## src/rtl/jk_cmd_driver.sv

```systemverilog
// jk_cmd_driver: command stage in front of a JK flip-flop.
// Buffers hold/clear/set/toggle commands in a DEPTH-entry FIFO and replays each
// one onto registered j/k for max(len,1) consecutive cycles, back-to-back.
// Optional feature macro: JK_CMD_CHECK_EN adds a shadow model of the flip-flop
// and a sticky err flag on q_fb mismatch; without it err is tied 0.
// Ports:
//   clk, reset     - clock; synchronous active-high reset
//   cmd_valid/ready- command handshake (ready = !full && !reset)
//   cmd_op         - 00 hold, 01 clear, 10 set, 11 toggle
//   cmd_len        - cycles to apply cmd_op (0 behaves as 1)
//   j, k           - registered drive to the flip-flop
//   busy           - a command is issuing or commands are queued
//   q_fb           - flip-flop output, used by the checker only
//   err            - sticky mismatch flag
module jk_cmd_driver #(
  parameter int unsigned DEPTH = 4,
  parameter int unsigned CNT_W = 4
) (
  input  logic             clk,
  input  logic             reset,
  input  logic             cmd_valid,
  output logic             cmd_ready,
  input  logic [1:0]       cmd_op,
  input  logic [CNT_W-1:0] cmd_len,
  output logic             j,
  output logic             k,
  output logic             busy,
  input  logic             q_fb,
  output logic             err
);

  localparam int unsigned AW = $clog2(DEPTH);

  typedef struct packed {
    logic [1:0]       op;
    logic [CNT_W-1:0] len;
  } cmd_t;

  typedef enum logic {IDLE, ISSUE} state_t;

  cmd_t             mem [DEPTH];
  logic [AW:0]      wr_ptr;
  logic [AW:0]      rd_ptr;
  state_t           state;
  logic [CNT_W-1:0] remaining;

  logic             empty;
  logic             full;
  logic             push;
  logic             pop;
  cmd_t             head;
  logic [CNT_W-1:0] head_rem;

  // Extra pointer bit separates full from empty when the indices match.
  assign empty = (wr_ptr == rd_ptr);
  assign full  = (wr_ptr[AW] != rd_ptr[AW]) && (wr_ptr[AW-1:0] == rd_ptr[AW-1:0]);

  assign cmd_ready = !full && !reset;
  assign push      = cmd_valid && cmd_ready;
  assign busy      = (state == ISSUE) || !empty;

  // Pop when idle, or when the issuing command is on its last cycle.
  assign head     = mem[rd_ptr[AW-1:0]];
  assign pop      = !empty && ((state == IDLE) || (remaining == '0));
  assign head_rem = (head.len == '0) ? '0 : head.len - CNT_W'(1);

  // FIFO storage; contents need no reset since the pointers gate visibility.
  always_ff @(posedge clk) begin
    if (push) begin
      mem[wr_ptr[AW-1:0]] <= '{op: cmd_op, len: cmd_len};
    end
  end

  // Pointers and issue FSM.
  always_ff @(posedge clk) begin
    if (reset) begin
      wr_ptr    <= '0;
      rd_ptr    <= '0;
      state     <= IDLE;
      remaining <= '0;
      j         <= 1'b0;
      k         <= 1'b0;
    end else begin
      if (push) begin
        wr_ptr <= wr_ptr + (AW+1)'(1);
      end
      if (pop) begin
        rd_ptr    <= rd_ptr + (AW+1)'(1);
        state     <= ISSUE;
        remaining <= head_rem;
        j         <= head.op[1];
        k         <= head.op[0];
      end else if (state == ISSUE) begin
        if (remaining != '0) begin
          remaining <= remaining - CNT_W'(1);
        end else begin
          state <= IDLE;
          j     <= 1'b0;
          k     <= 1'b0;
        end
      end
    end
  end

`ifdef JK_CMD_CHECK_EN
  logic q_exp;

  // Shadow flip-flop fed by the same j/k; any divergence from q_fb latches err.
  always_ff @(posedge clk) begin
    if (reset) begin
      q_exp <= 1'b0;
      err   <= 1'b0;
    end else begin
      case ({j, k})
        2'b01:   q_exp <= 1'b0;
        2'b10:   q_exp <= 1'b1;
        2'b11:   q_exp <= ~q_exp;
        default: q_exp <= q_exp;
      endcase
      if (q_fb != q_exp) begin
        err <= 1'b1;
      end
    end
  end
`else
  logic unused_q_fb;
  assign unused_q_fb = q_fb;
  assign err         = 1'b0;
`endif

endmodule
```

## config.mk

```make
export PLATFORM = sky130hd
export DESIGN_NAME = jk_cmd_driver
export DESIGN_NICKNAME = d
export VERILOG_FILES = /design/src/rtl/jk_cmd_driver.sv
export SDC_FILE = /design/constraint.sdc
export NUM_CORES = 1
export LEC_CHECK = 0
export BUFFER_PORTS_ARGS = -buffer_cell sky130_fd_sc_hd__buf_4
export CAP_MARGIN = 20
export CORE_ASPECT_RATIO = 1.4
export CORE_UTILIZATION = 61
export CTS_BUF_LIST = sky130_fd_sc_hd__clkbuf_8
export CTS_CLUSTER_SIZE = 24
export DETAILED_ROUTE_END_ITERATION = 16
export PLACE_DENSITY_LB_ADDON = 0.08
export SYNTH_ARGS = -nofsm -noshare
export SYNTH_HDL_FRONTEND = slang
export SYNTH_SLANG_ARGS = --single-unit
```

## constraint.sdc

```tcl
create_clock -name clk -period 2.3 [get_ports clk]
set_input_delay 0.23 -clock clk [delete_from_list [all_inputs] [get_ports clk]]
set_output_delay 0.23 -clock clk [all_outputs]
set_load 0.1 [all_outputs]
```

==> impl_metrics.json, run 1 <==
{
  "outcome": "completed",
  "slew_headroom": 0.637,
  "synth_top_cell_area_share": 0.421,
  "post-cts-setup-buffer-count": 0,
  "cts_made_buffers": 5,
  "synth.largest_area_cell": "edfxtp_1",
  "slew_violations": 0,
  "postCtsHoldBufs": 0,
  "use_met1": 0.227,
  "grt_antenna_before_repair": 0,
  "clock-sinks": 39,
  "ctsHtreeMaxLevel": 2,
  "regArea_um2": 1020,
  "multi_input_area_um2": 641,
  "switching_power_mw": 0.857,
  "power_density_nw_per_um2": 1160,
  "final_cell_mix": "edfxtp_1, dfxtp_1, buf_4",
  "num-fill-cells": 185,
  "p_comb_frac": 0.409,
  "cp_data_arrival_time_ps": 1750,
  "syn_nets": 143,
  "io_buffers": 12,
  "ys_warn_count": 0,
  "ios": 15,
  "clock-root-buffer": "clkbuf_8",
  "hp-class": "in -> reg",
  "ys_types": 40,
  "drv_cap": 0,
  "grt_pass1_wl_um": 4370,
  "cts_resized": 0,
  "drc": 0,
  "worst-path-max-fanout": 6,
  "fin_crit_sh": 0.860,
  "clk_path_buf_depth": 2,
  "clk_pin_slew_worst_paths_ps": 70,
  "ys.flop_type": "edfxtp_1",
  "drt-initial-drc-count": 12,
  "synthArstFlopShare": 0,
  "vdd_drop_max_mv": 0.971,
  "path_class": "reg -> out",
  "cp_slowest_cell": "nor4_1",
  "grt_max_degree": 17,
  "tns_ps": 0,
  "start_util": 0.648,
  "rsz0062_at_grt": "no",
  "wl_um": 2560,
  "syn2layout_area_growth_pct": 12.6,
  "coreArea_um2": 2640,
  "power.leakage_nw": 0.713,
  "worst_pin_slew_ps": 539,
  "cts_tree": "yes",
  "p_seq_frac": 0.409,
  "end_kind": "primary output",
  "path_cells": "xor2_1 -> nor4_1 -> inv_1 -> buf_4",
  "fin_worst_skew_ps": 5.10,
  "first_global_vias": 1023,
  "yosysSeqAreaShare": 0.596,
  "avgViaCountPerCell": 5.62,
  "grtUsageMet3": 0.0585,
  "worstPathRequired_ps": 2070,
  "drive_gt1_frac": 0.171,
  "top_usage_layer": "met2",
  "setup_viol": 0,
  "wl_per_cell_um": 14.0,
  "ys_seq_elements": 39,
  "synthesis.area_um2": 1710,
  "insertedDiodeCount": 0,
  "path_delay_family": "simple AND/OR/NAND/NOR gates",
  "num_vias": 1022,
  "synth-edff-count": 24,
  "ant_nets": 0,
  "synth.area.top_cells": "edfxtp_1, dfxtp_1, mux4_1",
  "timing.fmax_mhz": 506,
  "fp.dieW_um": 46.8,
  "switching_share": 0.382,
  "final_net_count": 161,
  "row_count": 22,
  "syn_inst": 127,
  "grtUsageTotal": 0.218,
  "power_mw": 2.24,
  "intPower_mw": 1.38,
  "clock_latency_ps": 280,
  "place_congestion": 0.733,
  "cpPeakStageDelay_ps": 500,
  "crit_buf_inv": 2,
  "dr.pass1.iters": 4,
  "hold_violations": 0,
  "power_frac_clock": 0.182,
  "cp-start-kind": "register",
  "fin_crit_ps": 1980,
  "grt-ovfl-total": 0,
  "syn_area_per_cell_um2": 13.5,
  "die_area_um2": 3030,
  "use_met2": 0.368,
  "die_h_um": 64.7,
  "final_common_cell": "edfxtp_1",
  "hpwl_um": 1960
}
## synthesized netlist by cell type, types with 2 or more instances
cell,count
dfxtp_1,15
and2_1,4
nor3_1,4
o21ai_0,3
o211ai_1,2
a21oi_1,7
nor2_1,6
nand2_1,8
xor2_1,3
nor3b_1,2
ha_1,6
xnor2_1,5
inv_1,8
mux4_2,2
edfxtp_1,24
mux4_1,4
## path summary, 6_finish.rpt
kind | startpoint | endpoint | slack, ps | cells past startpoint
max | wr_ptr[0] | busy | 320 | 4
min | cmd_len[0] | mem[1][0] | 140 | 1
max reg2reg | remaining[0] | remaining[0] | 350 | 7
min reg2reg | j | j | 480 | 2
## logic make-up after synthesis
family / Yosys count / share of synthesized area
mux: 7 / 0.0935
simple gates: 31 / 0.0928
compound gates: 23 / 0.0972
buf+inv: 12 / 0.0336
other cells: 1 / 0.00219
fa+ha+maj: 6 / 0.0438
flops: 39 / 0.596
xor+xnor: 8 / 0.0409
## flip-flops by register name, summed over array words and instances (netlist names), named ones only
signal,flops
mem,24
remaining,4
rd_ptr,3
wr_ptr,3
j,1
k,1
state,1
## routing by layer
metal,vias to the layer above,share of wire
met1,491,0.39
met2,15,0.55
met5,-,0
li1,510,-
met3,6,0.028
met4,0,0.031
## cell type report
cell class / instances / area share
inverters: 8 / 0.0156
multi-input cells: 76 / 0.332
well taps: 36 / 0.0233
clock buffers: 5 / 0.0357
clock inverters: 3 / 0.00584
flip-flops and latches: 39 / 0.529
repair buffers: 15 / 0.0584
## power by group through the flow
stage                     registers, mW  clock network, mW  logic [mW]
final                             0.916              0.408       0.917
after global routing              0.930              0.446        1.00
after CTS                         0.918              0.422       0.925
after detailed placement          0.934                  0       0.921
after global placement            0.930                  0       0.902
after floorplan                    1.01                  0       0.663
## per-stage QoR
stage,utilization,hold slack (ps),std cells,cell area [um2],setup slack [ps]
after floorplan,-,299,127,1720,514
after global placement,0.700,427,174,1850,409
after detailed placement,0.700,433,174,1850,303
after CTS,0.730,129,182,1930,289
after global routing,0.730,132,182,1930,132
final,0.730,140,182,1930,322
No activity file was read; power rests on OpenSTA's default activity.
==> run 2: changes to the inputs <==
Settings changed: RECOVER_POWER set to 100.
==> run 2 against run 1 <==
  * Core utilization fell by 1.7 points
  * Combinational power fell by 3.5%
  * Largest cell class unchanged
  * Global-route usage did not move
==> impl_metrics.json, run 2 (synthesis gave the netlist of run 1 again) <==
{
  "final_net_count": 161,
  "vdd_drop_max_mv": 0.905,
  "hpwl_um": 1960,
  "slew_headroom": 0.227,
  "post-route-util": 0.714,
  "regArea_um2": 1020,
  "crit_buf_inv": 2,
  "insertedDiodeCount": 0,
  "path_delay_family": "simple AND/OR/NAND/NOR gates",
  "setup_viol": 0,
  "cp_slowest_cell": "nor4_1",
  "postCtsHoldBufs": 0,
  "top_usage_layer": "met2",
  "cp_data_arrival_time_ps": 1780,
  "cpPeakStageDelay_ps": 500,
  "ctsHtreeMaxLevel": 2,
  "post-cts-setup-buffer-count": 0,
  "cts_tree": "yes",
  "io_buffers": 12,
  "clock_latency_ps": 280,
  "r2r-end": "mem[1][1]",
  "grt_pass1_wl_um": 4370,
  "coreArea_um2": 2640,
  "slew_violations": 0,
  "multi_input_area_um2": 641,
  "reg2reg_depth": 4,
  "path_cells": "xor2_1 -> nor4_1 -> inv_1 -> clkbuf_4",
  "fin_worst_skew_ps": 4.41,
  "clock-sinks": 39,
  "rsz0062_at_grt": "no",
  "fp.dieW_um": 46.8,
  "hold_depth": 1,
  "num-fill-cells": 206,
  "avgViaCountPerCell": 5.59,
  "tns_ps": 0,
  "first_global_vias": 1023,
  "worstHoldStart": "cmd_len[0]",
  "clock-root-buffer": "clkbuf_8",
  "drv_cap": 0,
  "grtUsageTotal": 0.218,
  "cts_made_buffers": 5,
  "wl_per_cell_um": 14.1,
  "power.leakage_nw": 0.667,
  "row_count": 22,
  "drive_gt1_frac": 0.0959,
  "clk_path_buf_depth": 2,
  "outcome": "completed",
  "path_class": "reg -> out",
  "final_cell_mix": "edfxtp_1, dfxtp_1, inv_1, clkbuf_1, nand2_1",
  "clk_pin_slew_worst_paths_ps": 70,
  "hold_end": "mem[3][0]",
  "num_vias": 1018,
  "die_h_um": 64.7,
  "rrSetupSlack_ps": 320,
  "drc": 0,
  "ios": 15,
  "use_met2": 0.368,
  "power_density_nw_per_um2": 1170,
  "worst_pin_slew_ps": 1160,
  "fin_crit_sh": 0.875,
  "r2r_start": "wr_ptr[0]",
  "worst-path-max-fanout": 6,
  "fin_crit_ps": 2010,
  "cp-start-kind": "register",
  "timing.fmax_mhz": 497,
  "end_kind": "primary output",
  "hp-class": "in -> reg",
  "cts_resized": 0,
  "grt_antenna_before_repair": 0,
  "dr.pass1.iters": 4,
  "wl_um": 2570,
  "place_congestion": 0.733,
  "grtUsageMet3": 0.0585,
  "syn2layout_area_growth_pct": 10.1,
  "final_common_cell": "edfxtp_1",
  "die_area_um2": 3030,
  "start_util": 0.648,
  "drt-initial-drc-count": 11,
  "ant_nets": 0,
  "worstPathRequired_ps": 2070,
  "largest_reg_flops": 24,
  "hold_violations": 0,
  "use_met1": 0.227,
  "grt_max_degree": 17,
  "grt-ovfl-total": 0
}
[run 2: report_power, final]
group | leakage (nW) | internal, mW | total [mW] | switching (mW)
Combinational | 0.273 | 0.314 | 0.885 | 0.571
Sequential | 0.341 | 0.834 | 0.915 | 0.0808
Clock | 0.0519 | 0.201 | 0.406 | 0.205
[run 2: worst max path at each step]
stage | from | endpoint | slack [ps] | cells after the start
floorplan | register | remaining[1] | 510 | 5
global placement | remaining[0] | remaining[0] | 410 | 7
detailed placement | remaining[0] | remaining[0] | 300 | 7
CTS | remaining[0] | remaining[0] | 290 | 7
global route | wr_ptr[0] | mem[1][4] | 100 | 4
finish | wr_ptr[0] | busy | 290 | 4
[run 2: through the flow]
step	instance area, um2	instances	hold slack [ps]	setup slack (ps)	power [mW]
2_1_floorplan	1720	127	299	514	1.67
3_3_place_gp	1850	174	427	409	1.83
3_5_place_dp	1850	174	433	303	1.85
4_1_cts	1930	182	129	289	2.26
5_1_grt	1890	182	203	102	2.34
6_report	1890	182	191	287	2.21
[run 2: per-layer routing]
metal | wire length (um) | vias to the layer above
met3 | 75 | 7
met2 | 1410 | 15
met1 | 1000 | 485
met4 | 78 | 0
li1 | - | 511
met5 | 0 | -
[run 2: cell type report]
type	instances	area share
clock buffer	5	0.0365
clock inverter	3	0.00597
inverter	8	0.0159
multi-input combinational	76	0.340
sequential	39	0.541
tap	36	0.0239
timing repair buffer	15	0.0365
